===== src/rtl/fifo_pkg.sv =====
// fifo_pkg: shared types, defaults and sizing helper for the common FIFO family
package fifo_pkg;
    typedef enum logic {FIFO_OUT_COMB = 1'b0, FIFO_OUT_REG = 1'b1} fifo_out_mode_e;
    localparam int FIFO_DEF_AEMPTY_TH = 1;
    localparam int FIFO_DEF_AFULL_MARGIN = 1;
    function automatic int fifo_cnt_bits(input int cap);
        return $clog2(cap + 1);
    endfunction
endpackage


===== src/rtl/fifo_wrap_ptr.sv =====
// fifo_wrap_ptr: pointer over 0..DEPTH-1 with explicit wrap, enable and synchronous clear
module fifo_wrap_ptr #(
    parameter int DEPTH = 4,
    parameter int PW = (DEPTH > 1) ? $clog2(DEPTH) : 1
) (
    input  logic          i_clk,
    input  logic          i_reset,
    input  logic          i_clr,
    input  logic          i_en,
    output logic [PW-1:0] o_ptr
);
    logic [PW-1:0] ptr_q, ptr_d;
    // clear wins over advance; the last slot wraps back to 0 for non-power-of-two depths
    always_comb ptr_d = i_clr ? '0 : !i_en ? ptr_q : (ptr_q == PW'(DEPTH - 1)) ? '0 : ptr_q + 1'b1;
    // pointer register
    always_ff @(posedge i_clk or posedge i_reset)
        if (i_reset) ptr_q <= '0;
        else ptr_q <= ptr_d;
    assign o_ptr = ptr_q;
endmodule


===== src/rtl/fifo_flush_level_data_type.sv =====
// fifo_flush_level_data_type: typed FIFO with flush, occupancy count, level flags and optional output register
module fifo_flush_level_data_type
    import fifo_pkg::*;
#(
    parameter int WIDTH = 8,
    parameter int DEPTH = 4,
    parameter int OUT_REG = 0,
    parameter int CAP = DEPTH + OUT_REG,
    parameter int CNT_BIT = fifo_cnt_bits(CAP),
    parameter int AFULL_TH = DEPTH - FIFO_DEF_AFULL_MARGIN,
    parameter int AEMPTY_TH = FIFO_DEF_AEMPTY_TH,
    parameter type DATA_TYPE = logic [WIDTH-1:0]
) (
    input  logic               i_clk,
    input  logic               i_reset,
    input  logic               i_flush,
    output logic               o_input_ready,
    input  logic               i_input_valid,
    input  DATA_TYPE           i_input_data,
    input  logic               i_output_ready,
    output logic               o_output_valid,
    output DATA_TYPE           o_output_data,
    output logic [CNT_BIT-1:0] o_count,
    output logic               o_almost_full,
    output logic               o_almost_empty
);
    localparam bit USE_REG = (OUT_REG == int'(FIFO_OUT_REG));
    localparam int PW = (DEPTH > 1) ? $clog2(DEPTH) : 1;

    if (DEPTH < 2 || AFULL_TH < 1 || AFULL_TH > CAP || AEMPTY_TH < 0 || AEMPTY_TH > CAP - 1
        || (OUT_REG != int'(FIFO_OUT_COMB) && OUT_REG != int'(FIFO_OUT_REG))) begin : g_bad_param
        $error("fifo_flush_level_data_type: illegal parameter combination");
    end

    DATA_TYPE           mem_q [DEPTH];
    DATA_TYPE           oreg_data_q, oreg_data_d;
    logic               oreg_valid_q, oreg_valid_d;
    logic [CNT_BIT-1:0] mem_count_q, mem_count_d;
    logic [CNT_BIT-1:0] count_q, count_d;
    logic [PW-1:0]      wr_ptr, rd_ptr;
    logic               mem_empty, full, push, pop, load, from_mem, bypass, wr_en, rd_en;

    // handshakes; with the output register, memory only fills once the head register is occupied
    always_comb begin
        mem_empty = (mem_count_q == '0);
        full = (mem_count_q == CNT_BIT'(DEPTH));
        o_input_ready = !i_reset && !i_flush && !full;
        o_output_valid = !i_flush && (USE_REG ? oreg_valid_q : !mem_empty);
        o_output_data = USE_REG ? oreg_data_q : mem_q[rd_ptr];
        push = o_input_ready && i_input_valid;
        pop = o_output_valid && i_output_ready;
        load = USE_REG && (!oreg_valid_q || pop);
        from_mem = load && !mem_empty;
        bypass = load && mem_empty && push;
        wr_en = push && !bypass;
        rd_en = USE_REG ? from_mem : pop;
    end

    // next occupancy and head register; flush empties everything at once
    always_comb begin
        mem_count_d = i_flush ? '0 : mem_count_q + CNT_BIT'(wr_en) - CNT_BIT'(rd_en);
        count_d = i_flush ? '0 : count_q + CNT_BIT'(push) - CNT_BIT'(pop);
        oreg_valid_d = i_flush ? 1'b0 : load ? (!mem_empty || push) : oreg_valid_q;
        oreg_data_d = from_mem ? mem_q[rd_ptr] : bypass ? i_input_data : oreg_data_q;
    end

    // control state with asynchronous reset
    always_ff @(posedge i_clk or posedge i_reset)
        if (i_reset) begin
            mem_count_q <= '0;
            count_q <= '0;
            oreg_valid_q <= 1'b0;
        end else begin
            mem_count_q <= mem_count_d;
            count_q <= count_d;
            oreg_valid_q <= oreg_valid_d;
        end

    // payload storage carries no reset
    always_ff @(posedge i_clk) begin
        if (wr_en) mem_q[wr_ptr] <= i_input_data;
        oreg_data_q <= oreg_data_d;
    end

    fifo_wrap_ptr #(.DEPTH(DEPTH), .PW(PW)) u_wr_ptr (
        .i_clk(i_clk), .i_reset(i_reset), .i_clr(i_flush), .i_en(wr_en), .o_ptr(wr_ptr)
    );
    fifo_wrap_ptr #(.DEPTH(DEPTH), .PW(PW)) u_rd_ptr (
        .i_clk(i_clk), .i_reset(i_reset), .i_clr(i_flush), .i_en(rd_en), .o_ptr(rd_ptr)
    );

    assign o_count = count_q;
    assign o_almost_full = (count_q >= CNT_BIT'(AFULL_TH));
    assign o_almost_empty = (count_q <= CNT_BIT'(AEMPTY_TH));

    // occupancy stays in range and matches memory plus head register
    always_ff @(posedge i_clk)
        if (!i_reset) begin
            assert (count_q <= CNT_BIT'(CAP));
            assert (!pop || o_output_valid);
            assert (count_q == mem_count_q + CNT_BIT'(oreg_valid_q));
        end
endmodule


===== config.mk =====
export PLATFORM = sky130hd
export DESIGN_NAME = fifo_flush_level_data_type
export DESIGN_NICKNAME = d
export VERILOG_FILES = /design/src/rtl/fifo_pkg.sv /design/src/rtl/fifo_wrap_ptr.sv /design/src/rtl/fifo_flush_level_data_type.sv
export SDC_FILE = /design/constraint.sdc
export NUM_CORES = 1
export LEC_CHECK = 0
export BUFFER_PORTS_ARGS = -buffer_cell sky130_fd_sc_hd__buf_2
export CAP_MARGIN = 40
export CORE_UTILIZATION = 30
export CTS_BUF_LIST = sky130_fd_sc_hd__clkbuf_4
export DETAILED_ROUTE_END_ITERATION = 10
export PLACE_DENSITY = 0.49
export SKIP_LAST_GASP = 1
export SYNTH_ARGS = -nofsm -noshare
export SYNTH_HDL_FRONTEND = slang
export SYNTH_SLANG_ARGS = --single-unit

===== constraint.sdc =====
create_clock -name i_clk -period 2.9 [get_ports i_clk]
set_input_delay 0.29 -clock i_clk [delete_from_list [all_inputs] [get_ports i_clk]]
set_output_delay 0.29 -clock i_clk [all_outputs]
set_load 0.01 [all_outputs]

==> results, run 1 <==
- The flow ran to the end, and the final reports show no timing, DRC or antenna violations.
- The top cell types in the final layout, fill and taps aside, are sky130_fd_sc_hd__edfxtp_1 (32), sky130_fd_sc_hd__buf_2 (27), sky130_fd_sc_hd__ha_1 (11), sky130_fd_sc_hd__dfrtp_1 (10), sky130_fd_sc_hd__inv_1 (9).
- The hold path depth is 1.
- TritonCTS built the clock tree.
- The mapped netlist covers 1880 um^2.
- The maximum fanout encountered on the critical timing path is 8.
- The die covers around 6600 um^2.
- In this run the cell area measured after placement is roughly 2100 um^2.
- The total power is ~1.6 mW.
- The total of warnings raised by yosys is 0.
- In this run the critical register-to-register path is captured at mem_count_q[2]$_DFF_PP0_.
- The worst hold path terminates at mem_q[2][0]$_DFFE_PP_.
- The proportion of netlist area held by the largest area contributor is 51.2%.
- Setup repair after global routing left no endpoint under its margin.
- STA classifies the critical path startpoint as a register.
- In the final timing run, aggregate negative setup slack is 0 ns.
- Between clock sinks in the finished design, the worst skew comes to between 0.004 and 0.005 ns.
- The required time at the endpoint of the critical path is 3.14 ns.
- After floorplanning, the core was divided into 28 placement rows.
- In the routed layout, each cell is associated on average with a via count of approximately 4.6.
- The via count of the first global-routing pass is 1025.
- Ranked by total cell area, the synthesized netlist is headed by sky130_fd_sc_hd__edfxtp_1 (51%), sky130_fd_sc_hd__dfrtp_1 (13%), sky130_fd_sc_hd__mux4_2 (9.6%).
- The maximum number of pins on one net before global-route repair is 15.
- The min-delay analysis places its worst path in the category input pin to register.
- The number of nets with antenna violations after detailed routing is 0.
- The library cell used most frequently in the layout, excluding fill and tap cells, is sky130_fd_sc_hd__edfxtp_1.
- The reg-to-reg critical path startpoint is mem_count_q[1]$_DFF_PP0_.
- Setup violations remaining at the end of the flow were counted as 0.
- Before antenna repair, the detailed router went through 4 iterations.
- The hold violation count in the final report was 0.
- The multi-input combinational cells in the finished layout cover a total of about 610 um^2.
- The height of the die is about 81 um.
- During I/O placement, the number of pins put on the boundary was 28.
- The portion of the post-synthesis area used by sequential elements is about 65%.
- The area of all placed cells without fillers is roughly 2200 um^2.
- Dividing the detail-routed wire length by the instance count gives approximately 15 um.
- After the last flow step, the layout net total stands at roughly 170.
- The global-route wire length before repair is 5.31 mm.
- 0 antenna diodes ended up in the layout.
- Across the VDD grid, the largest voltage drop is between 0.2 and 0.25 mV.
- The post-detailed-route DRC marker count is 0.
- The routed via count is approximately 1000.
- Averaged over all synthesized cells, the footprint is roughly 17 um^2.
- Post-CTS timing repair inserted 0 buffers for setup.
- In the final layout, the share of cells above drive strength 1 is a little over a third.
- For this run the aggregate overflow at the end of global routing stands at 0.
- Synthesis instantiated 26 different standard cells from the library.
- The quantity of I/O buffers inserted on ports is 27.
- Max-cap violations in this run came to 0.
- The register bit total from synthesis is 42.
- The pre-CTS setup slack is around 0.50 ns.
- The longest clock path from root to sink contains 2 buffers.
- The data arrival time of the critical path is roughly 2.7 ns.
- The power per standard cell area is approximately 740 nW/um^2.
- Clock tree synthesis found a total of 42 sinks.
- Headroom to the max-slew limit came out at 58.1%.
- The final critical path takes up ~83% of the cycle.
- The total routing usage reported by global routing is a little under an eighth.
- The worst setup path is captured at a register.
- The clock period could shrink to 2.42 ns.
- After floorplanning, the core was sized to cover between 5000 and 6000 um^2.
- The cell depth of the worst flop-to-flop path is 10.
- The number of design-rule violations left by the first detailed-router iteration is 32.
- The register-to-register setup slack is a little under 0.5 ns.
- The later pin in the worst-skew pair is clocked with a latency of 0.35 ns.
- For the pin with the worst max-slew slack, the measured transition is between 0.6 and 0.7 ns.
- The initial antenna violation count is 0.
- The layout has a little under 600 filler cells.
- The post-DP HPWL is between 2 and 2.5 mm.
- The critical path is of the register to register type.
- Buffers inserted during clock tree synthesis total 5.
- The leading area contributor after synthesis is sky130_fd_sc_hd__edfxtp_1.
- Clock-pin slew was measured on the worst setup and hold paths at about 0.13 ns.
- The worst path meets setup with between 0.4 and 0.5 ns of slack.
- For this run, the top clock speed supported by timing is just over 400 MHz.
- The sequential cell area is between 1000 and 1500 um^2.
- Hold is met by 0.143 ns.
- The initial cell density of the core is around 31%.
- The number of pins exceeding their max-slew limit in the final report was 0.
- The static leakage is 0.859 nW.
- The routed design has between 3 and 4 mm of wire.
- In this run the most critical hold path is launched from i_input_data[0].
- The area overhead of the layout relative to synthesis is 15.7%.
- Synthesis produced between 100 and 150 cells.
- The placer congestion estimate is about 0.68.
- The clock root buffer is sky130_fd_sc_hd__clkbuf_4.
- Counting every net in the synthesized netlist gives between 100 and 150.
- From left edge to right edge, the die measures between 80 and 90 um.
- The number of H-tree levels is 2.
critical path, cell delays in order, from the launching register on:
cell and delay, ns:
sky130_fd_sc_hd__dfrtp_1 0.45, sky130_fd_sc_hd__or3b_1 0.50, sky130_fd_sc_hd__and2_4 0.20, sky130_fd_sc_hd__inv_1 0.06, sky130_fd_sc_hd__ha_1 0.22, sky130_fd_sc_hd__inv_1 0.08
sky130_fd_sc_hd__ha_1 0.14, sky130_fd_sc_hd__inv_1 0.04, sky130_fd_sc_hd__fa_1 0.38, sky130_fd_sc_hd__xnor2_1 0.19, sky130_fd_sc_hd__nor2_1 0.06
cell usage after synthesis:
cell type and n:
sky130_fd_sc_hd__buf_6 1, sky130_fd_sc_hd__o31ai_2 2, sky130_fd_sc_hd__dfrtp_1 10, sky130_fd_sc_hd__edfxtp_1 32, sky130_fd_sc_hd__and2_4 1, sky130_fd_sc_hd__nor3b_4 1, sky130_fd_sc_hd__mux2_1 2, sky130_fd_sc_hd__buf_2 2
sky130_fd_sc_hd__buf_1 1, sky130_fd_sc_hd__a32o_1 1, sky130_fd_sc_hd__nor2_1 7, sky130_fd_sc_hd__nor3b_2 1, sky130_fd_sc_hd__or3b_1 1, sky130_fd_sc_hd__fa_1 2, sky130_fd_sc_hd__nor3_1 1, sky130_fd_sc_hd__inv_1 9
sky130_fd_sc_hd__xnor2_1 2, sky130_fd_sc_hd__nand3_1 2, sky130_fd_sc_hd__nor3b_1 1, sky130_fd_sc_hd__mux4_2 8, sky130_fd_sc_hd__and3_2 4, sky130_fd_sc_hd__ha_1 11, sky130_fd_sc_hd__nor2b_1 4, sky130_fd_sc_hd__o21ai_0 1
sky130_fd_sc_hd__nand2_1 2, sky130_fd_sc_hd__xor2_1 1
layer usage:
layer / share of wire (%) / vias up / GRT usage, %
li1: - / 470 / -
met3: 4.7 / 5 / 4.16
met1: 43 / 498 / 13.9
met2: 51 / 22 / 18.8
met4: 1.9 / 0 / 5.36
met5: 0 / - / 0
registers in the layout, indices dropped and copies added, names as in the netlist:
register / flops
u_wr_ptr.o_ptr: 2
mem_count_q: 3
u_rd_ptr.o_ptr: 2
mem_q: 32
o_count: 3
kinds of logic (layout without fill, tap and decap cells):
kind of cell	count (synthesis)	in the layout	share of synthesized area, %
adders and majority gates	13	13	9.47
and+or+nand+nor	25	25	8.53
AOI/OAI and AO/OA	4	4	2.13
buffers and inverters	13	45	3.13
muxes	10	10	10.8
xor gates and xnor gates	3	3	1.40
DFF	42	42	64.5
area by class of cell:
class,instances,area share (%)
Sequential cell,42,55.8
Multi-Input combinational cell,55,27.9
Timing Repair Buffer,28,6.68
Tap cell,75,4.32
Clock inverter,3,2.02
Clock buffer,5,1.73
Inverter,9,1.56
what timing repair did:
item,CTS,global route
endpoints found under the hold margin,10,0
resized for setup,0,0
hold buffers,1,0
endpoints found under the setup margin,0,0
how the worst max path moves through the flow:
stage / cells after the start / slack (ns) / startpoint / end
after detailed placement: 10 / 0.50 / mem_count_q[1]$_DFF_PP0_ / mem_count_q[2]$_DFF_PP0_
final: 10 / 0.48 / mem_count_q[1]$_DFF_PP0_ / mem_count_q[2]$_DFF_PP0_
after global routing: 10 / 0.32 / mem_count_q[1]$_DFF_PP0_ / mem_count_q[2]$_DFF_PP0_
after floorplan: 11 / 0.67 / mem_count_q[1]$_DFF_PP0_ / mem_count_q[2]$_DFF_PP0_
after CTS: 10 / 0.46 / mem_count_q[1]$_DFF_PP0_ / mem_count_q[2]$_DFF_PP0_
after global placement: 10 / 0.60 / mem_count_q[1]$_DFF_PP0_ / mem_count_q[2]$_DFF_PP0_
stage by stage:
stage / instances / utilization, %
2_1_floorplan: 110 / -
3_3_place_gp: 208 / 34.7
3_5_place_dp: 208 / 34.7
4_1_cts: 217 / 36.3
5_1_grt: 217 / 36.3
6_report: 217 / 36.3
where the power goes:
part / leakage [nW] / internal (mW) / total [mW] / switching [mW]
sequential: 0.424 / 0.699 / 0.773 / 0.0734
combinational: 0.389 / 0.233 / 0.451 / 0.218
clock: 0.0456 / 0.183 / 0.383 / 0.200
(Power assumes the default switching activity.)
==> run 2: changes to the inputs <==
ABC_AREA = 1   (was default)
clock period = 2.4 ns   (was 2.9 ns; I/O delays follow)
==> run 2 against run 1 <==
Compared with the run above: core utilization is 0.30 points higher; maximum frequency rose by 15%; global-route usage increased by 0.41 points.
==> results, run 2 <==
- The flow ran to the end, and the final reports show no timing, DRC or antenna violations.
- The first-pass detailed-route iteration total came to 4 (unchanged).
- The sum of overflow across all layers after global routing was 0 (unchanged).
- The sum of negative setup slack is 0 ns (unchanged).
- The via count of the first global-routing pass came to 1179 (+15%).
- The post-synthesis instance area is 1940 um^2 (+3.1%).
- The highest routing layer actually used is met4.
- The count of fill cells added during filler insertion is 621 (+6.2%).
- The maximum number of pins on one net before global-route repair came to 17 (+2).
- The clock transition at the register clock pins on the worst setup and hold paths after CTS is 0.13 ns (about the same).
- The portion of the post-synthesis area used by sequential elements came to 62.6% (-2.0 points).
- The peak supply drop is 0.299 mV (+30%).
- The critical path goes through nor2_4 > nand2_1 > nand3_1 > inv_1 > ha_1 > inv_1 > ha_1 > inv_1 > fa_1 > o21ai_0 > a21oi_1.
- The final-stage net count is 224 (+34%).
- STA classifies the critical path endpoint as a register.
- The top-level port count was 28 (unchanged).
- The placer congestion estimate is 0.713 (+4.5%).
- The post-detailed-route via-to-cell ratio is 4.49 (-2.2%).
- The total of warnings raised by yosys is 0 (unchanged).
- The initial antenna violation count is 0 (unchanged).
- The most prevalent standard cell on the critical path is sky130_fd_sc_hd__inv_1.
- The number of max-cap violations is 0 (unchanged).
- The library cell used most frequently in the layout, excluding fill and tap cells, is sky130_fd_sc_hd__edfxtp_1.
- The area overhead of the layout relative to synthesis is 14.5%.
- The core area is 6060 um^2 (+1.2%).
- The wire length reported by the detailed router is 3.60 mm (+13%).
- In the synthesized netlist, the cells that appear most often are sky130_fd_sc_hd__edfxtp_1 (32), sky130_fd_sc_hd__nor2_1 (27), sky130_fd_sc_hd__inv_1 (17), sky130_fd_sc_hd__o21ai_0 (17), sky130_fd_sc_hd__nand2_1 (14).
- The amount of wire on met2 after detailed routing was 1.67 mm (+3.8%).
- The proportion of netlist area held by the largest area contributor was 49.6% (-1.6 points).
- By area the synthesized netlist is led by sky130_fd_sc_hd__edfxtp_1 (50%), sky130_fd_sc_hd__dfrtp_1 (13%), sky130_fd_sc_hd__ha_1 (7.1%).
- The synthesized netlist net count is 189 (+39%).
- The clock period minus final worst setup slack is 2.09 ns (-0.323 ns).
- The critical setup path kind is register to register.
- The register name with the most flops is mem_q.
- The CTS sink count is 42 (unchanged).
- The leading area contributor after synthesis is sky130_fd_sc_hd__edfxtp_1.
- The width of the die is 82.3 um (+1.5%).
- The flip-flop count of the largest register after layout is 32 (unchanged).
- The wire length per cell after detailed routing is 13.1 um (-11%).
- The number of H-tree levels is 2 (unchanged).
- The number of design-rule violations left by the first detailed-router iteration was 69 (+120%).
- The max-slew headroom at the worst pin is 71.6% (+14 points).
- The data arrival time of the critical path is 2.34 ns (-0.32 ns).
- The worst min-delay path class is input pin to register.
- The number of nets with antenna violations after detailed routing is 0 (unchanged).
- The number of pins exceeding their max-slew limit in the final report is 0 (unchanged).
- The slowest stage of the critical path belongs to the cell sky130_fd_sc_hd__dfrtp_1.
- The fraction of layout instances using a drive strength above 1 is 23.1% (-14 points).
- The wire length on met3 is 162 um (+8.7%).
- The clock root buffer is sky130_fd_sc_hd__clkbuf_4.
- The clock insertion delay at the later pin of the skew report is 0.35 ns (about the same).
- The number of placement rows is 28 (unchanged).
- Setup repair after global routing left no endpoint under its margin.
- The library cells used most frequently in the layout, excluding fill and tap cells, are sky130_fd_sc_hd__edfxtp_1 (32), sky130_fd_sc_hd__nor2_1 (27), sky130_fd_sc_hd__buf_2 (27), sky130_fd_sc_hd__inv_1 (17), sky130_fd_sc_hd__o21ai_0 (17).
- The maximum buffer depth of the clock tree is 2 (unchanged).
- In the post-synthesis netlist, the cell with the most instances is sky130_fd_sc_hd__edfxtp_1.
- The required time at the endpoint of the critical path is 2.65 ns (-0.49 ns).
- The delay contributed by the slowest stage of the critical path is 0.47 ns (-0.03 ns).
- The maximum fanout encountered on the critical timing path is 3 (-5).
- The static leakage is 0.946 nW (+10%).
- The hold violation count in the final report is 0 (unchanged).
- The height of the die was 82.3 um (+1.5%).
- The power per standard cell area is 840 nW/um^2 (+14%).
- The final worst hold slack is 0.108 ns (-0.0348 ns).
- The period utilization is 87.2% (+3.9 points).
- The unique cell type count in the Yosys netlist is 24 (-7.7%).
- The share of flip-flops with an asynchronous set or reset is 23.8% (unchanged).
- The initial cell density of the core came to 31.9% (+0.61 points).
- TritonCTS built the clock tree.
- The setup violation total in the final timing report came to 0 (unchanged).
- The length of routed wiring on met1 was 1.71 mm (+25%).
- The post-DP HPWL came to 2.48 mm (+12%).
- The synthesized area per cell was 11.9 um^2 (-30%).
- The number of buffers created by CTS was 5 (unchanged).
- The global-route wire length before repair is 5.84 mm (+10%).
- The hold path depth is 1 (unchanged).
- The quantity of I/O buffers inserted on ports is 27 (unchanged).
- The number of enable flip-flop cells after synthesis is 32 (unchanged).
- The number of setup buffers added after CTS was 0 (unchanged).
- The measured slew at the worst slew-check pin was 0.425 ns (-0.203 ns).
- The instance count of the mapped netlist came to 163 (+48%).
- The achievable frequency is 478 MHz (+15%).
- The most instantiated flip-flop cell in the synthesis netlist is sky130_fd_sc_hd__edfxtp_1.
- The cell depth of the worst flop-to-flop path is 11 (+1).
- The number of diodes added for antenna fixing is 0 (unchanged).
- The post-detailed-route DRC marker count is 0 (unchanged).
- The register bit total from synthesis is 42 (unchanged).
- The routed via count came to 1229 (+24%).
- The area of the die was 6780 um^2 (+3.1%).
- The total routing usage reported by global routing is 12.1% (+0.41 points).
- The clock skew after layout came to 0.0146 ns (+0.00970 ns).
- The worst setup path is launched from a register.
[run 2: logic make-up after synthesis]
group,count (synthesis),synth area share (%)
buffers and inverters,24,6.40
AOI/OAI and AO/OA,28,7.76
DFF,42,62.6
xor gates and xnor gates,1,0.453
and+or+nand+nor,55,13.6
adders and majority gates,13,9.18
[run 2: final cells by class]
cell class / instances / area [um^2] / share of cell area (%)
repair buffers: 33 / 183 / 8.24
clock buffers: 6 / 45.0 / 2.03
multi-input cells: 97 / 601 / 27.1
flip-flops and latches: 42 / 1210 / 54.7
well taps: 75 / 93.8 / 4.23
clock inverters: 2 / 8.76 / 0.395
inverters: 19 / 73.8 / 3.33
[run 2: final timing paths]
| check | start | end | slack [ns] |
|---|---|---|---|
| hold reg to reg | u_wr_ptr.o_ptr[1]$_DFFE_PP0P_ | u_wr_ptr.o_ptr[1]$_DFFE_PP0P_ | 0.63 |
| hold / removal | i_input_data[7] | mem_q[0][7]$_DFFE_PP_ | 0.11 |
| setup / recovery | mem_count_q[1]$_DFF_PP0_ | o_count[2]$_DFF_PP0_ | 0.31 |
| setup reg to reg | mem_count_q[1]$_DFF_PP0_ | o_count[2]$_DFF_PP0_ | 0.31 |
| max in group asynchronous | i_reset | u_rd_ptr.o_ptr[1]$_DFFE_PP0P_ | 1.65 |
| min in group asynchronous | i_reset | mem_count_q[1]$_DFF_PP0_ | 0.46 |
[run 2: repair_timing]
item | CTS | global route
hold endpoints to repair | 10 | 0
hold buffers | 1 | 0
resized for setup | 0 | 0
[run 2: routing by layer]
| metal | vias up | global-route usage (%) |
|---|---|---|
| li1 | 624 | - |
| met1 | 576 | 16.0 |
| met2 | 25 | 18.3 |
| met3 | 4 | 3.85 |
| met4 | 0 | 4.74 |
| met5 | - | 0 |
[run 2: worst max-delay path: cells and delay by family (launching register included)]
family / cells / cell delay, ns
buffers and inverters: 3 / 0.20
adder cells (fa/ha/maj): 3 / 0.79
AND/OR/NAND/NOR: 3 / 0.34
AO/OA/AOI/OAI: 2 / 0.21
flip-flops: 1 / 0.47
[run 2: where the power goes]
part | total, mW | internal (mW) | switching, mW
Clock | 0.342 | 0.122 | 0.220
Combinational | 0.598 | 0.242 | 0.356
Sequential | 0.921 | 0.844 | 0.0771
[run 2: through the flow]
stage	cell area [um^2]	utilization, %	std cells	power, mW	setup slack [ns]
floorplan	1940	-	163	1.36	0.437
global route	2220	36.6	274	2.01	0.121
finish	2220	36.6	274	1.86	0.306
global placement	2150	35.5	265	1.55	0.371
detailed placement	2150	35.5	265	1.54	0.335
CTS	2220	36.6	274	1.89	0.313
